==> src/rtl/flash_arbiter.sv <==
// Arbitrates an instruction port and a data port onto one read-only flash
// controller, round-robin on ties, with an optional one-word read buffer.
module flash_arbiter #(
  parameter int BUFFER_EN = 1
) (
  input  logic        clk,
  input  logic        reset,
  input  logic [31:0] i_address_in,
  input  logic        i_sel_in,
  input  logic        i_read_in,
  output logic [31:0] i_read_value_out,
  output logic        i_ready_out,
  input  logic [31:0] d_address_in,
  input  logic        d_sel_in,
  input  logic        d_read_in,
  input  logic [3:0]  d_write_mask_in,
  output logic [31:0] d_read_value_out,
  output logic        d_ready_out,
  output logic [31:0] f_address_out,
  output logic        f_sel_out,
  output logic        f_read_out,
  input  logic [31:0] f_read_value_in,
  input  logic        f_ready_in
);
  // Handshake: a port requests by holding sel with read (data port: or a
  // non-zero write mask) until its one-cycle ready pulse; the flash side is
  // held with sel/read and a stable address until its one-cycle f_ready_in.

  typedef enum logic [1:0] {
    IDLE    = 2'd0,
    BUSY    = 2'd1,
    RESPOND = 2'd2
  } state_t;

  localparam logic PORT_I = 1'b0;
  localparam logic PORT_D = 1'b1;

  state_t      state_q, state_d;
  logic        last_grant_q, last_grant_d;
  logic        port_q, port_d;
  logic [21:0] word_q, word_d;
  logic [31:0] result_q, result_d;
  logic        buf_valid_q, buf_valid_d;
  logic [21:0] buf_tag_q, buf_tag_d;
  logic [31:0] buf_data_q, buf_data_d;

  logic        i_req;
  logic        d_req;
  logic        d_write;
  logic        grant_port;
  logic [21:0] grant_word;
  logic        buf_hit;
  logic        unused_addr_bits;

  assign i_req      = i_sel_in & i_read_in;
  assign d_write    = |d_write_mask_in;
  assign d_req      = d_sel_in & (d_read_in | d_write);
  assign grant_port = (i_req & d_req) ? ~last_grant_q : d_req;
  assign grant_word = grant_port ? d_address_in[23:2] : i_address_in[23:2];
  assign buf_hit    = (BUFFER_EN != 0) && buf_valid_q && (buf_tag_q == grant_word);

  // Only a 16 MiB word-aligned window of flash is addressable.
  assign unused_addr_bits = ^{i_address_in[31:24], i_address_in[1:0],
                              d_address_in[31:24], d_address_in[1:0]};

  always_comb begin
    state_d      = state_q;
    last_grant_d = last_grant_q;
    port_d       = port_q;
    word_d       = word_q;
    result_d     = result_q;
    buf_valid_d  = buf_valid_q;
    buf_tag_d    = buf_tag_q;
    buf_data_d   = buf_data_q;
    case (state_q)
      IDLE: begin
        if (i_req | d_req) begin
          last_grant_d = grant_port;
          port_d       = grant_port;
          word_d       = grant_word;
          if ((grant_port == PORT_D) && d_write) begin
            result_d = 32'h0;
            state_d  = RESPOND;
          end else if (buf_hit) begin
            result_d = buf_data_q;
            state_d  = RESPOND;
          end else begin
            state_d = BUSY;
          end
        end
      end
      BUSY: begin
        if (f_ready_in) begin
          result_d    = f_read_value_in;
          buf_data_d  = f_read_value_in;
          buf_tag_d   = word_q;
          buf_valid_d = 1'b1;
          state_d     = RESPOND;
        end
      end
      RESPOND: state_d = IDLE;
      default: state_d = IDLE;
    endcase
  end

  always_ff @(posedge clk) begin
    if (reset) begin
      state_q      <= IDLE;
      last_grant_q <= PORT_D;
      port_q       <= PORT_I;
      word_q       <= 22'h0;
      result_q     <= 32'h0;
      buf_valid_q  <= 1'b0;
      buf_tag_q    <= 22'h0;
      buf_data_q   <= 32'h0;
    end else begin
      state_q      <= state_d;
      last_grant_q <= last_grant_d;
      port_q       <= port_d;
      word_q       <= word_d;
      result_q     <= result_d;
      buf_valid_q  <= buf_valid_d;
      buf_tag_q    <= buf_tag_d;
      buf_data_q   <= buf_data_d;
    end
  end

  // Flash side is quiet outside BUSY so the controller drops back to idle.
  assign f_sel_out        = (state_q == BUSY);
  assign f_read_out       = (state_q == BUSY);
  assign f_address_out    = (state_q == BUSY) ? {8'h00, word_q, 2'b00} : 32'h0;
  assign i_ready_out      = (state_q == RESPOND) && (port_q == PORT_I);
  assign d_ready_out      = (state_q == RESPOND) && (port_q == PORT_D);
  assign i_read_value_out = i_ready_out ? result_q : 32'h0;
  assign d_read_value_out = d_ready_out ? result_q : 32'h0;

endmodule
==> config.mk <==
export PLATFORM = sky130hd
export DESIGN_NAME = flash_arbiter
export DESIGN_NICKNAME = d
export VERILOG_FILES = /design/src/rtl/flash_arbiter.sv
export SDC_FILE = /design/constraint.sdc
export NUM_CORES = 1
export LEC_CHECK = 0
export BUFFER_PORTS_ARGS = -buffer_cell sky130_fd_sc_hd__buf_2
export CORE_ASPECT_RATIO = 0.7
export CORE_MARGIN = 8
export CORE_UTILIZATION = 35
export DETAILED_ROUTE_END_ITERATION = 10
export HOLD_SLACK_MARGIN = 0.15
export PLACE_DENSITY = 0.67
export SYNTH_ARGS = -nofsm -noshare
export SYNTH_HDL_FRONTEND = slang
export SYNTH_SLANG_ARGS = --single-unit
==> constraint.sdc <==
create_clock -name clk -period 4 [get_ports clk]
set_input_delay 1 -clock clk [delete_from_list [all_inputs] [get_ports clk]]
set_output_delay 1 -clock clk [all_outputs]
set_load 0.01 [all_outputs]
## Yosys cells after proc, flatten, opt, wreduce, memory -nomap -nowiden

Index checks and enable logic that the tools add are counted.

- Register bits after elaboration: 113
- Input bits: 107
- Output and inout bits: 100

- Eq/ne operators: 6
- Mux-type cells: 15
- Bitwise operators: 7
- Reduce and logical (&&, ||, !) cells: 11

Operators by type and width:

| kind | count |
|---|---|
| $mux 32 | 6 |
| $pmux 32 s2 | 1 |
| $mux 24 | 1 |
| $eq 22x22->1 | 1 |
| $mux 22 | 1 |
| $mux 2 | 4 |
| $reduce_and 2->1 | 3 |
| $logic_and 1x1->1 | 4 |
| $pmux 2 s2 | 1 |
| $reduce_and 4->1 | 1 |
| $reduce_or 4->1 | 1 |
| $and 1x1->1 | 3 |
| $ne 3x3->1 const B | 1 |
| $eq 2x1->1 const B | 1 |
| $eq 2x2->1 const B | 1 |
| $logic_not 2->1 | 1 |
| $ne 2x1->1 const B | 1 |
| $ne 2x2->1 const B | 1 |
| $not 1->1 | 2 |
| $or 1x1->1 | 2 |
| $reduce_bool 2->1 | 1 |
| $mux 1 | 1 |

## Longest topological paths before layout

Gate-level depths: netlist of the first run.

- Word-level depth: 12
- Gate-level depth with buffers: 10
- Depth with buffers taken out: 8

## Least setup slack after synthesis of the first run

Ideal clock, no wire load.

- Path kind: input port to flip-flop
- From: in d_write_mask_in[1]
- To: reg result_q[0]
- Setup time: 121 ps
- Data arrival time: 3354 ps
- Path slack: 525 ps
- Stages: 10
- Cell sequence: or4_4 > o211a_1 > buf_6 > mux2i_4 > xnor2_1 > a2111oi_2 > o2111ai_1 > nand2_2 > buf_6 > mux2_2

- Longest elaborated chain between the ends: 10

RTL lines:

| element | line | source |
|---|---|---|
| start: declaration | 16 | `input logic [3:0] d_write_mask_in,` |
| $reduce_or 4->1 * | 56 | `assign d_write = \|d_write_mask_in;` |
| $or 1x1->1 | 57 | `assign d_req = d_sel_in & (d_read_in \| d_write);` |
| $and 1x1->1 | 57 |  |
| $and 1x1->1 | 58 | `assign grant_port = (i_req & d_req) ? ~last_grant_q : d_req;` |
| $mux 1 | 58 |  |
| $mux 22 | 59 | `assign grant_word = grant_port ? d_address_in[23:2] : i_address_in[23:2];` |
| $eq 22x22->1 | 60 | `assign buf_hit = (BUFFER_EN != 0) && buf_valid_q && (buf_tag_q == grant_word);` |
| $logic_and 1x1->1 | 60 |  |
| $ne 3x3->1 (no line) | n/a |  |
| $reduce_and 4->1 (no line) | n/a |  |
| end signal: assignment | 121 | `result_q <= result_d;` |
| end: declaration | 42 | `logic [31:0] result_q, result_d;` |

Mark *: on every way between the ends. The rest lies on a longest branch, timed or not. The select of a mux whose other input is x is not followed.
A chain may end at the register's enable or synchronous reset.

## Final worst setup path of the first run

- From: in d_write_mask_in[1]
- To: reg result_q[24]

The elaborated chain is that of the path after synthesis.

==> results of run 1 <==
cells by family (layout without fill, tap and decap cells):
family / Yosys count / count (layout) / share of synthesized area, %
buffers and inverters: 84 / 240 / 6.548
other: 1 / 11 / 0.06351
XOR/XNOR: 21 / 21 / 3.115
multiplexers: 35 / 35 / 6.824
flip-flops: 113 / 113 / 38.31
AND/OR/NAND/NOR: 356 / 356 / 28.97
AO/OA/AOI/OAI: 145 / 145 / 16.17
flip-flops by register name, indices dropped and copies added (netlist names):
signal / count
state_q: 2
buf_valid_q: 1
buf_tag_q: 22
word_q: 22
last_grant_q: 1
buf_data_q: 32
port_q: 1
result_q: 32
layout make-up:
cell class                      count  area, um^2  area share (%)
Timing Repair Buffer              190        1013           13.38
Antenna cell                        1       2.502         0.03303
Clock inverter                     14       188.9           2.494
Multi-Input combinational cell    567        3321           43.83
Clock buffer                       18       439.2           5.797
Sequential cell                   113        2262           29.86
Inverter                           18       67.56          0.8918
Tap cell                          225       281.5           3.716
per-stage QoR:
stage,util (%),std cells,hold slack (ps),total power (W),area (um^2)
finish,46.21,1146,453.0,0.003286,7576
global route,46.21,1146,465.6,0.003422,7576
CTS,46.19,1145,454.1,0.003311,7574
detailed placement,42.36,1113,446.4,0.001698,6945
global placement,42.36,1113,440.8,0.001691,6945
floorplan,-,764,436.0,0.001538,5938
power by group through the flow:
stage                     sequential [W]  combinational, W  clock, W
after global placement           0.00125          0.000436         0
final                            0.00123          0.000444   0.00161
after CTS                        0.00123          0.000446   0.00163
after global routing             0.00124          0.000491   0.00169
after floorplan                  0.00124          0.000298         0
after detailed placement         0.00126          0.000443         0
placed cells by master (no fill, tap or decap), types with 11 or more instances in the layout:
cell type,instances
inv_1,18
buf_4,13
nor2b_1,32
a21oi_1,63
mux2_2,32
and2_1,86
buf_2,175
dfxtp_1,113
a311oi_1,14
a22oi_1,33
nand2b_1,11
clkbuf_16,17
xor2_1,13
nand2_1,140
nor2_1,64
per-layer routing:
layer / global-route usage, % / vias up / routed length [um]
met4: 2.754 / 2 / 40
met5: 0 / - / 8
met1: 23.48 / 2625 / 8835
li1: - / 2808 / -
met2: 25.11 / 192 / 7812
met3: 6.080 / 6 / 1712
worst paths after layout:
kind	slack, ps	startpoint	endpoint
setup / recovery	450	d_write_mask_in[1]	result_q[24]$_SDFFE_PP0P_
hold / removal	450	buf_data_q[9]$_SDFFE_PP0P_	buf_data_q[9]$_SDFFE_PP0P_
setup reg to reg	1150	last_grant_q$_SDFFE_PP1P_	result_q[24]$_SDFFE_PP0P_
hold reg to reg	450	buf_data_q[9]$_SDFFE_PP0P_	buf_data_q[9]$_SDFFE_PP0P_
worst max-delay path, stage by stage:
cell and delay [ps]:
buf_2 90, or4_4 530, o211a_1 390, mux2i_1 340, xnor2_1 140, a2111oi_2 290, buf_4 180, o2111ai_1 120
nand2_2 130, buf_12 220, mux2_2 370
==> summary.md, run 1 <==
| Metric | Value |
|---|---|
| Outcome | completed |
| Int Power | 0.002416 W |
| Grt total ovfl | 0 |
| DR WL/cell | 16.06 um |
| DRC Markers | 0 |
| Hold crit path type | flop to flop |
| Largest net degree at the start of global routing | 58 |
| Routed WL | ~18,000 um |
| Die extent in y | 124.7 um |
| P_leak | 3.350 nW |
| Sequential area share after synthesis | 38.31% |
| Vias in the first global route | 5,577 |
| Gr usage total | 16.96% |
| Power density cells | 433.7 nW/um^2 |
| Gpl congestion | 0.9429 |
| Worst Path Class, Setup | input pin to flop |
| Net Sw Power | 0.0008699 W |
| F_max | roughly 280 MHz |
| Main flop type after synthesis | dfxtp_1 |
| Post-DR vias/cell | a little under 5 |
| Crit path required time | 4280 ps |
| Hold Buf Count CTS | 0 |
| Worst R2R Path Depth | 10 |
| CTS Buf Count | 17 |
| Comb power frac | 13.5% |
| Sequential share of power | a little under two fifths |
| Fin. Hold Viols | 0 |
| Post-synth top area cell | dfxtp_1 |
| Fraction of layout cells with a size suffix above 1 | 28.70% |
| Sw frac | 26.48% |
| Clk_skew | 11.66 ps |
| Startpoint Class | input pin |
| Post-CTS sizing | 0 |
| Pre-CTS setup slack | 61.16 ps |
| Clock share of power | 49.0% |
| Fin crit share | 88.84% |
| Synth area leaders | dfxtp_1 38%, and2_1 9.2%, nand2_1 9.0%, mux2_2 6.1%, a21oi_1 5.3% |
| Core area | 16,400 um^2 |
| Cell Area, Synth | about 5900 um^2 |
| Clk root buf | clkbuf_16 |
| I/O pins | 207 |
| Synthesized instance count | 755 |
| Post CTS Setup Buffer Count | 0 |
| Worst setup EP type | flop |
| Die X | between 150 and 200 um |
| Fillers | between 1,500 and 2,000 |
| Worst skew pair latency | 400 ps |
| Post-synth ARST share | 0% |
| Antenna viol nets, final | 0 |
| First-pass GRT wire length | 29,500 um |
| Die area | about 21,000 um^2 |
| Max Cap Viol | 0 |
| DRT Pass-1 Iters | 4 |
| Syn_area_per_cell | 7.820 um^2 |
| Arrival @ worst endpoint | ~3800 ps |
| Fin Setup TNS | 0 ps |
| Most frequent cell after synthesis | nand2_1 |
| Slew headroom | 21.95% |
| #FFs+latches synth | about 110 |
| Post-route setup slack | 446.5 ps |
| Worst-path clk slew | 50 ps |
| Initial Util | 36.01% |
| Hold Path Stages | 2 |
| CTS tree | yes |
| Dpl hpwl | 12,990 um |
| Clk buf depth | 2 |
| CTS H-Tree Depth | 4 |
| RSZ-0062 raised after global routing | false |
| Worst-Margin Slew | 1167 ps |
| Initial antenna violation count | 2 |
| DR iter-0 viols | 372 |
| Worst vdd ir | about 0.23 mV |
| Yosys warnings | 0 |
| IO buf count | between 150 and 200 |
| FP Rows | 39 |
| Top-area cell type share of the netlist area | approximately two fifths |
| Period minus WS final | 3553 ps |
| Post-synthesis cell type count | 43 |
| Critical-path maximum fanout | 32 |
| Max-slew violation count | 0 |
| Commonest cells post-synth | 141 x nand2_1, 113 x dfxtp_1, 87 x and2_1 |
| Post-synth EDFFs | 0 |
| Area grow syn2layout | 28.31% |
| Vias | 5,633 |
| Final nets | 1,014 |
| Final setup vio count | 0 |
| Sink Count | 113 |
Power figures use the tool's default switching activity.
==> run 2, diff against run 1 <==
- BUFFER_PORTS_ARGS: -buffer_cell sky130_fd_sc_hd__buf_2 -> -buffer_cell sky130_fd_sc_hd__buf_4
- PLACE_DENSITY: 0.67 -> default
- PLACE_DENSITY_LB_ADDON: default -> 0.25
==> summary.md, run 2 (synthesis gave the netlist of run 1 again) <==
| Metric | Value |
|---|---|
| Final nets | 1,012 (-0.20%) |
| DRT Pass-1 Iters | 4 (unchanged) |
| DR WL/cell | 16.00 um (-0.38%) |
| Instance area at placement | 7368 um^2 (+6.1%) |
| RSZ-0062 raised after global routing | false |
| Largest regs | buf_data_q: 32 flops, result_q: 32 flops |
| Post-route setup slack | 438.8 ps (-7.761 ps) |
| Met1 WL | 8808 um (-0.31%) |
| Worst skew pair latency | 410 ps (about the same) |
| Post-DR vias/cell | 4.831 (-1.7%) |
| Fin crit share | 89.03% (+0.19 points) |
| F_max | 280.8 MHz (-0.22%) |
| Outcome | completed |
| Initial antenna violation count | 0 (-2) |
| Clock share of power | 48.2% (-0.8 points) |
| DR iter-0 viols | 348 (-6.5%) |
| Dpl hpwl | 13,070 um (+0.56%) |
| Most frequent cells in the layout | 186 x buf_4, 140 x nand2_1, 113 x dfxtp_1 |
| Area grow syn2layout | 35.28% |
| CTS Buf Count | 17 (unchanged) |
| Post CTS Setup Buffer Count | 0 (unchanged) |
| Int Power | 0.002433 W (+0.70%) |
| Comb power frac | 14.3% (+0.8 points) |
| Die extent in y | 124.7 um (unchanged) |
| Sw frac | 25.95% (-0.52 points) |
| Slew headroom | 31.75% (+9.8 points) |
| CTS H-Tree Depth | 4 (unchanged) |
| Worst-path clk slew | 50 ps (about the same) |
| Worst Path Class, Setup | input pin to flop |
| Period minus WS final | 3561 ps (+7.761 ps) |
| Arrival @ worst endpoint | 3850 ps (about the same) |
| Die X | 171.2 um (unchanged) |
| Fraction of layout cells with a size suffix above 1 | 28.32% (-0.37 points) |
| Critical-path maximum fanout | 32 (unchanged) |
| Routed WL | 18,290 um (-0.64%) |
| Worst vdd ir | 0.2437 mV (+6.3%) |
| CTS tree | yes |
| FP Rows | 39 (unchanged) |
| CP max stage delay | 560 ps (+30 ps) |
| Pre-CTS setup slack | 34.94 ps (-26.22 ps) |
| Sequential share of power | 37.5% (about the same) |
| Power density cells | 411.3 nW/um^2 (-5.2%) |
| Worst R2R Path Depth | 9 (-1) |
| Vias in the first global route | 5,235 (-6.1%) |
| Initial Util | 36.01% (unchanged) |
| Metal2 WL | 7837 um (+0.32%) |
| DRC Markers | 0 (unchanged) |
| Worst-Margin Slew | 1021 ps (-146.1 ps) |
| Net Sw Power | 0.0008527 W (-2.0%) |
| I/O pins | 207 (unchanged) |
| IO buf count | 176 (unchanged) |
| Largest net degree at the start of global routing | 82 (+41%) |
| Grt total ovfl | 0 (unchanged) |
| Fin. Hold Viols | 0 (unchanged) |
| DR top layer | met4 |
| Hold crit path type | flop to flop |
| Commonest non-fill, non-tap cell in the layout | buf_4 |
| Hold Buf Count CTS | 0 (unchanged) |
| Final setup vio count | 0 (unchanged) |
| Vias | 5,522 (-2.0%) |
| Crit path required time | 4290 ps (about the same) |
| Core area | 16,400 um^2 (unchanged) |
| Fin Setup TNS | 0 ps (unchanged) |
| Clk root buf | clkbuf_16 |
| Sink Count | 113 (unchanged) |
| Gpl congestion | 0.9348 (-0.86%) |
| Worst path slowest cell | or4_4 |
| Max-slew violation count | 0 (unchanged) |
| Gr usage total | 16.74% (-0.22 points) |
| Max Cap Viol | 0 (unchanged) |
| Clk buf depth | 2 (unchanged) |
| Post-CTS sizing | 0 (unchanged) |
| Met3 WL | 1568 um (-8.4%) |
| P_leak | 3.391 nW (+1.2%) |
| # diodes | 0 (-1) |
| Pwr Total | 0.003285 W (about the same) |
| Die area | 21,350 um^2 (unchanged) |
| Startpoint Class | input pin |
| Fillers | 1,627 (-1.8%) |
| Fin area | 7988 um^2 (+5.4%) |
| Clk_skew | 10.54 ps (-1.120 ps) |
| Hold Path Stages | 2 (unchanged) |
| Worst setup EP type | flop |
| CP cell instances | buf_4 -> or4_4 -> o211a_1 -> mux2i_4 -> xnor2_1 -> a2111oi_2 -> o2111ai_1 -> nand2_2 -> buf_12 -> mux2_2 |
| First-pass GRT wire length | 28,810 um (-2.3%) |
| Antenna viol nets, final | 0 (unchanged) |
==> run 2: changes by cell type in the layout (fill, tap and decap cells not counted), moves of 2 or more <==
cell,delta
clkinv_2,-2
clkbuf_1,+2
buf_2,-175
buf_4,+173
==> run 2: critical path, delay by kind of cell <==
| family | cells | cell delay, ps |
|---|---|---|
| muxes | 2 | 620 |
| AOI/OAI and AO/OA | 3 | 1040 |
| and+or+nand+nor | 2 | 700 |
| buffers and inverters | 2 | 310 |
| xor gates and xnor gates | 1 | 150 |
==> run 2: cell type report <==
type	count	area, um^2	area share [%]
multi-input combinational	567	3321	41.57
sequential	113	2262	28.32
timing repair buffer	188	1436	17.98
clock buffer	19	432.9	5.420
tap	225	281.5	3.524
clock inverter	13	186.4	2.334
inverter	18	67.56	0.8459
==> run 2: metal layers <==
metal / GRT usage (%) / vias up
met5: 0 / -
met4: 2.805 / 0
met3: 5.890 / 7
met2: 24.60 / 178
met1: 23.36 / 2535
li1: - / 2802
==> run 2: power groups by stage <==
stage / Sequential (W) / Clock, W / Combinational [W]
4_1_cts: 0.00123 / 0.00162 / 0.000474
6_report: 0.00123 / 0.00158 / 0.000470
3_5_place_dp: 0.00125 / 0 / 0.000473
5_1_grt: 0.00124 / 0.00168 / 0.000518
2_1_floorplan: 0.00124 / 0 / 0.000298
3_3_place_gp: 0.00125 / 0 / 0.000470
==> run 2: stage by stage <==
stage          util (%)  std cells  hold slack, ps
2_1_floorplan         -        764           436.0
3_3_place_gp      44.94       1111           441.5
3_5_place_dp      44.94       1111           446.2
4_1_cts           48.72       1143           453.8
5_1_grt           48.72       1143           469.1
6_report          48.72       1143           450.9
==> run 2: final timing paths <==
path	start	end	slack, ps
max reg2reg	last_grant_q$_SDFFE_PP1P_	result_q[8]$_SDFFE_PP0P_	1240
max	d_write_mask_in[1]	result_q[8]$_SDFFE_PP0P_	440
min	buf_data_q[30]$_SDFFE_PP0P_	buf_data_q[30]$_SDFFE_PP0P_	450
min reg2reg	buf_data_q[30]$_SDFFE_PP0P_	buf_data_q[30]$_SDFFE_PP0P_	450
